### config.mk
export PLATFORM = sky130hd
export DESIGN_NAME = i2c_slave_ctrl
export DESIGN_NICKNAME = d
export VERILOG_FILES = /design/src/rtl/i2c_slave_pkg.sv /design/src/rtl/i2c_bit_counter.sv /design/src/rtl/i2c_slave_ctrl.sv
export SDC_FILE = /design/constraint.sdc
export NUM_CORES = 1
export LEC_CHECK = 0
export CORE_AREA = 2 2 52 54
export DETAILED_ROUTE_END_ITERATION = 10
export DIE_AREA = 0 0 54 56
export PLACE_DENSITY = 0.79
export SYNTH_ARGS = -nofsm -noshare
export SYNTH_HDL_FRONTEND = slang
export SYNTH_SLANG_ARGS = --single-unit
### constraint.sdc
create_clock -name clk -period 2.65 [get_ports clk]
set_input_delay 0.53 -clock clk [delete_from_list [all_inputs] [get_ports clk]]
set_output_delay 0.53 -clock clk [all_outputs]
set_load 0.03 [all_outputs]
### src/rtl/i2c_slave_pkg.sv
// Shared types for the I2C slave transaction sequencer: FSM states and SDA output modes.
package i2c_slave_pkg;

    typedef enum logic [3:0] {
        IDLE      = 4'd0,
        ADDR_RX   = 4'd1,
        ADDR_CHK  = 4'd2,
        ACK_ADDR  = 4'd3,
        RX_DATA   = 4'd4,
        RX_ACK    = 4'd5,
        TX_DATA   = 4'd6,
        TX_MACK   = 4'd7,
        TX_LOAD   = 4'd8,
        WAIT_STOP = 4'd9
    } state_t;

    typedef logic [1:0] sda_mode_t;

    localparam sda_mode_t SDA_REL  = 2'b00;
    localparam sda_mode_t SDA_ACK  = 2'b01;
    localparam sda_mode_t SDA_NACK = 2'b10;
    localparam sda_mode_t SDA_TX   = 2'b11;

endpackage

### src/rtl/i2c_bit_counter.sv
// Bit-position counter for one byte phase; wraps to zero and flags rollover on the last bit.
module i2c_bit_counter #(
    parameter int BYTE_BITS = 8
) (
    input  logic clk,
    input  logic n_rst,
    input  logic clear,
    input  logic enable,
    output logic rollover
);

    localparam int CW = (BYTE_BITS > 1) ? $clog2(BYTE_BITS) : 1;
    localparam logic [CW-1:0] LAST_VAL = CW'(BYTE_BITS - 1);

    logic [CW-1:0] count_r;

    // Count enabled SCL edges, restarting at zero after the final bit of the byte
    always_ff @(posedge clk or negedge n_rst) begin
        if (!n_rst) begin
            count_r <= {CW{1'b0}};
        end else if (clear) begin
            count_r <= {CW{1'b0}};
        end else if (enable) begin
            if (count_r == LAST_VAL) begin
                count_r <= {CW{1'b0}};
            end else begin
                count_r <= count_r + CW'(1);
            end
        end else begin
            count_r <= count_r;
        end
    end

    assign rollover = enable && (count_r == LAST_VAL);

endmodule

### src/rtl/i2c_slave_ctrl.sv
// I2C slave transaction sequencer: turns bus events into shift, FIFO and SDA-mode controls.
// Optional bus-idle abort is built when I2C_SLV_TIMEOUT_EN is defined.
module i2c_slave_ctrl
    import i2c_slave_pkg::*;
#(
    parameter int BYTE_BITS = 8
`ifdef I2C_SLV_TIMEOUT_EN
    ,
    parameter int TIMEOUT_CYCLES = 4096
`endif
) (
    input  logic       clk,
    input  logic       n_rst,
    input  logic       start_found,
    input  logic       stop_found,
    input  logic       scl_rise,
    input  logic       scl_fall,
    input  logic       sda_in,
    input  logic       address_match,
    input  logic       rw_mode,
    input  logic       rx_full,
    input  logic       tx_empty,
    output logic       rx_enable,
    output logic       tx_enable,
    output logic       load_data,
    output logic       rx_data_valid,
    output logic       tx_underrun,
    output logic [1:0] sda_mode,
    output logic       busy
);

    state_t    state_r;
    sda_mode_t sda_mode_r;
    logic      rx_enable_r;
    logic      tx_enable_r;
    logic      load_data_r;
    logic      rx_data_valid_r;
    logic      tx_underrun_r;
    logic      busy_r;
    logic      accepted_r;
    logic      ack_slot_r;

    logic      cnt_en_s;
    logic      cnt_clr_s;
    logic      byte_done_s;
    logic      timeout_s;

`ifdef I2C_SLV_TIMEOUT_EN
    localparam int TW = (TIMEOUT_CYCLES > 2) ? $clog2(TIMEOUT_CYCLES) : 1;

    logic [TW-1:0] idle_cnt_r;
    logic          bus_activity_s;

    assign bus_activity_s = start_found || stop_found || scl_rise || scl_fall;

    // Count clk cycles since the last bus event while a transaction is open
    always_ff @(posedge clk or negedge n_rst) begin
        if (!n_rst) begin
            idle_cnt_r <= {TW{1'b0}};
        end else if (bus_activity_s || (state_r == IDLE)) begin
            idle_cnt_r <= {TW{1'b0}};
        end else if (idle_cnt_r != TW'(TIMEOUT_CYCLES - 1)) begin
            idle_cnt_r <= idle_cnt_r + TW'(1);
        end else begin
            idle_cnt_r <= idle_cnt_r;
        end
    end

    assign timeout_s = !bus_activity_s && (state_r != IDLE) &&
                       (idle_cnt_r == TW'(TIMEOUT_CYCLES - 1));
`else
    assign timeout_s = 1'b0;
`endif

    // Select which SCL edge advances the bit counter in the current phase
    always_comb begin
        cnt_en_s = 1'b0;
        if (start_found || stop_found) begin
            cnt_en_s = 1'b0;
        end else begin
            case (state_r)
                ADDR_RX, RX_DATA: cnt_en_s = scl_rise;
                TX_DATA:          cnt_en_s = scl_fall;
                default:          cnt_en_s = 1'b0;
            endcase
        end
    end

    assign cnt_clr_s = start_found || stop_found || timeout_s;

    i2c_bit_counter #(
        .BYTE_BITS (BYTE_BITS)
    ) u_bit_counter (
        .clk      (clk),
        .n_rst    (n_rst),
        .clear    (cnt_clr_s),
        .enable   (cnt_en_s),
        .rollover (byte_done_s)
    );

    // Transaction FSM with all control outputs registered
    always_ff @(posedge clk or negedge n_rst) begin
        if (!n_rst) begin
            state_r         <= IDLE;
            sda_mode_r      <= SDA_REL;
            rx_enable_r     <= 1'b0;
            tx_enable_r     <= 1'b0;
            load_data_r     <= 1'b0;
            rx_data_valid_r <= 1'b0;
            tx_underrun_r   <= 1'b0;
            busy_r          <= 1'b0;
            accepted_r      <= 1'b0;
            ack_slot_r      <= 1'b0;
        end else begin
            rx_enable_r     <= 1'b0;
            tx_enable_r     <= 1'b0;
            load_data_r     <= 1'b0;
            rx_data_valid_r <= 1'b0;
            tx_underrun_r   <= 1'b0;
            if (stop_found || timeout_s) begin
                state_r    <= IDLE;
                sda_mode_r <= SDA_REL;
                busy_r     <= 1'b0;
                ack_slot_r <= 1'b0;
            end else if (start_found) begin
                state_r    <= ADDR_RX;
                sda_mode_r <= SDA_REL;
                busy_r     <= 1'b1;
                ack_slot_r <= 1'b0;
            end else begin
                case (state_r)
                    IDLE: begin
                        state_r <= IDLE;
                    end
                    ADDR_RX: begin
                        rx_enable_r <= scl_rise;
                        if (byte_done_s) begin
                            state_r <= ADDR_CHK;
                        end
                    end
                    ADDR_CHK: begin
                        if (scl_fall) begin
                            if (address_match) begin
                                state_r    <= ACK_ADDR;
                                sda_mode_r <= SDA_ACK;
                            end else begin
                                state_r    <= WAIT_STOP;
                                sda_mode_r <= SDA_REL;
                            end
                        end
                    end
                    ACK_ADDR: begin
                        if (scl_fall) begin
                            if (rw_mode) begin
                                state_r       <= TX_DATA;
                                sda_mode_r    <= SDA_TX;
                                load_data_r   <= 1'b1;
                                tx_underrun_r <= tx_empty;
                            end else begin
                                state_r    <= RX_DATA;
                                sda_mode_r <= SDA_REL;
                            end
                        end
                    end
                    RX_DATA: begin
                        rx_enable_r <= scl_rise;
                        if (byte_done_s) begin
                            state_r         <= RX_ACK;
                            accepted_r      <= !rx_full;
                            rx_data_valid_r <= !rx_full;
                            ack_slot_r      <= 1'b0;
                        end
                    end
                    RX_ACK: begin
                        // First fall ends data bit 8 and opens the ACK slot; the second closes it
                        if (scl_fall) begin
                            if (!ack_slot_r) begin
                                ack_slot_r <= 1'b1;
                                sda_mode_r <= accepted_r ? SDA_ACK : SDA_NACK;
                            end else begin
                                ack_slot_r <= 1'b0;
                                sda_mode_r <= SDA_REL;
                                state_r    <= accepted_r ? RX_DATA : WAIT_STOP;
                            end
                        end
                    end
                    TX_DATA: begin
                        if (scl_fall) begin
                            if (byte_done_s) begin
                                state_r    <= TX_MACK;
                                sda_mode_r <= SDA_REL;
                            end else begin
                                tx_enable_r <= 1'b1;
                            end
                        end
                    end
                    TX_MACK: begin
                        if (scl_rise) begin
                            state_r <= sda_in ? WAIT_STOP : TX_LOAD;
                        end
                    end
                    TX_LOAD: begin
                        if (scl_fall) begin
                            state_r       <= TX_DATA;
                            sda_mode_r    <= SDA_TX;
                            load_data_r   <= 1'b1;
                            tx_underrun_r <= tx_empty;
                        end
                    end
                    WAIT_STOP: begin
                        state_r <= WAIT_STOP;
                    end
                    default: begin
                        state_r    <= IDLE;
                        sda_mode_r <= SDA_REL;
                        busy_r     <= 1'b0;
                        ack_slot_r <= 1'b0;
                    end
                endcase
            end
        end
    end

    assign rx_enable     = rx_enable_r;
    assign tx_enable     = tx_enable_r;
    assign load_data     = load_data_r;
    assign rx_data_valid = rx_data_valid_r;
    assign tx_underrun   = tx_underrun_r;
    assign sda_mode      = sda_mode_r;
    assign busy          = busy_r;

endmodule

==> flow_summary.yaml <==
grt:
  grt_usage: 0.206
  met3_usage: 0.0242
  antenna_found_initial: 0
  met2_usage: 0.286
  busiest_layer: "met1"
  grt_max_degree: 27
  grt-ovfl-total: 0
  grt_pass1_vias: 1050
  grt_pass1_wl_um: 4770
  grtUsageMet1: 0.313
place:
  pre_cts_ws_ns: 0.414
  dpl_cell_area_um2: 1390
  gp_congestion: 0.917
  portBuffers: 18
  dp_hpwl_um: 1970
  dp_cells: 172
sta:
  tns_ns: 0
  fin_ws_ns: 0.497
  whs_ns: 0.541
  max_slew.worst_pin.slew_ns: 0.768
  hold_viol_final: 0
  finalSetupViolations: 0
  skew_ns: 0.00612
  post-route-min-period_ns: 2.15
  fin_crit_sh: 0.813
  relSlewSlack: 0.488
  rsz0062_at_grt: "false"
  timing.fmax_mhz: 464
  slew_violations: 0
final_layout:
  post-route-util: 0.584
  antenna_cells: 0
  fin_cells: 176
  layout-drive-gt1-share: 0.130
  nNetsFinal: 160
  fill_cells: 206
  area.growth.synth_to_final_pct: 13.5
  final_area_um2: 1420
floorplanning:
  die_h_um: 56
  initial_core_util: 0.514
  std_cell_rows: 18
  die_area_um2: 3020
  pin_count: 19
  die_width_um: 54
  coreArea_um2: 2430
clock_network:
  clock_tree.root_cell: "clkbuf_4"
  clkTransAtPathRegs_ns: 0.11
  cts_resized: 0
  numCtsBuffers: 3
  cts_tree: "built"
  clockBufferDepth: 2
  hold_buffers: 0
  cts_max_level: 1
  cts_setup_buffers: 0
  cts_sinks: 17
  insertion_delay_ns: 0.30
routing:
  via_count: 1132
  dr.pass1.iters: 4
  antenna_left: 0
  routedWlPerCell_um: 15.9
  vias_per_cell: 6.43
  first_iter_violations: 29
  drc: 0
  wl_um: 2800
critical_path:
  endpoint_kind: "flip-flop"
  reg2reg_depth: 5
  crit_start: "state_r[1]"
  rrSetupSlack_ns: 0.50
  r2r_start: "state_r[1]"
  worstSetupPathType: "flip-flop to flip-flop"
  cp.arrival_ns: 2.35
  critPathLaunchType: "flip-flop"
  worstPathRequired_ns: 2.84
  worstPathMaxFanout: 26
  r2r-end: "state_r[1]"
power_and_ir_drop:
  ir_drop_v: 0.000333
  power_density_nw_per_um2: 460
  p_leak_nw: 0.547
  power_mw: 0.654
synth:
  yosysWarnings: 0
  seq_area_frac_synth: 0.340
  syn_nets: 147
  synth_edf_count: 0
  postSynthAreaPerCell_um2: 9.34
  synth_seq_cells: 17
  syn_area_um2: 1250
  async_reset_ff_frac: 1.00
  synth_top_flop_cell: "dfrtp_1"
  synth_cell_types: 51
  netlist_instances: 134
hold_path:
  hold_path_depth: 2
  hp-class: "flip-flop to flip-flop"
  hp-start: "u_bit_counter.count_r[2]"
  holdPathEnd: "u_bit_counter.count_r[2]"
flow_run:
  cap_violations: 0
run_status:
  status: "complete, no violations"
[synthesized netlist by cell type (2+ instances only)]
master	number	share of area
a31oi_1	2	0.010
dfrtp_1	17	0.34
a211oi_1	4	0.024
and4bb_2	2	0.020
o21ai_0	5	0.020
mux2i_1	5	0.040
and3_1	2	0.010
nand3_1	2	0.0080
a21oi_2	2	0.014
o21ai_1	2	0.0080
or3_1	2	0.010
nor2b_1	5	0.025
nand2_1	6	0.018
clkbuf_1	2	0.0060
nor3_1	6	0.024
buf_2	3	0.012
nand2b_1	7	0.035
nor2_1	9	0.027
nand4_1	2	0.010
buf_6	5	0.045
a21oi_1	9	0.036
inv_1	4	0.012
nor4b_1	2	0.014
ha_1	2	0.020
[metal layers]
metal	routed length (um)	share of wire	up-vias
met5	0	0	-
met4	47	0.017	0
met3	226	0.081	9
met2	1290	0.46	62
met1	1240	0.44	541
li1	-	-	520
[cell families after synthesis]
group / Yosys count / synth area share
xor+xnor: 1 / 0.0130
fa+ha+maj: 2 / 0.0200
mux: 6 / 0.0490
buf+inv: 15 / 0.0810
compound gates: 39 / 0.239
simple gates: 54 / 0.258
flops: 17 / 0.340
[critical path, stage by stage (launching register included)]
cell and delay, ns:
dfrtp_1 0.85, nor2_2 0.19, a31o_1 0.29, a221oi_4 0.36, a211oi_1 0.14, a41o_1 0.22
[where the power goes]
group | total, mW | internal (mW) | switching (mW)
clock network | 0.146 | 0.0576 | 0.0883
logic | 0.201 | 0.0937 | 0.107
registers | 0.307 | 0.269 | 0.0380
total | 0.654 | 0.421 | 0.233
[cell type report]
type | count | area, um^2 | area share
timing repair buffer | 19 | 188 | 0.132
tap | 30 | 37.5 | 0.0264
clock inverter | 1 | 7.51 | 0.00529
sequential | 17 | 425 | 0.300
clock buffer | 3 | 22.5 | 0.0159
multi-input combinational | 102 | 724 | 0.510
inverter | 4 | 15.0 | 0.0106
[sequential cells by signal, indices dropped and copies added (netlist names)]
| name | count |
|---|---|
| state_r | 4 |
| busy | 1 |
| rx_data_valid | 1 |
| load_data | 1 |
| u_bit_counter.count_r | 3 |
| tx_enable | 1 |
| ack_slot_r | 1 |
| sda_mode | 2 |
| rx_enable | 1 |
| accepted_r | 1 |
| tx_underrun | 1 |
[worst max-delay path by stage]
stage	end	depth (start not counted)
final	state_r[1]	5
after global routing	state_r[2]	7
after CTS	state_r[1]	5
after detailed placement	state_r[1]	5
after global placement	state_r[1]	5
after floorplan	state_r[2]	7
[placed cells by master, fill, tap and decap left out, drive strengths merged, types with 2 or more instances in the layout]
cell type / Yosys / final
nor2: 10 / 10
clkbuf: 2 / 3
a21oi: 11 / 11
a31oi: 2 / 2
nor4b: 2 / 2
nor2b: 5 / 5
a211oi: 4 / 4
and4bb: 2 / 2
mux2i: 5 / 5
nand2: 6 / 6
nand2b: 7 / 7
nand3: 2 / 2
o21ai: 7 / 7
a2111oi: 2 / 2
nand4: 2 / 2
clkdlybuf4s50: 0 / 18
or3: 2 / 2
dfrtp: 17 / 17
and3: 2 / 2
nor3: 6 / 6
inv: 4 / 4
ha: 2 / 2
a31o: 2 / 2
(Power assumes the default switching activity.)
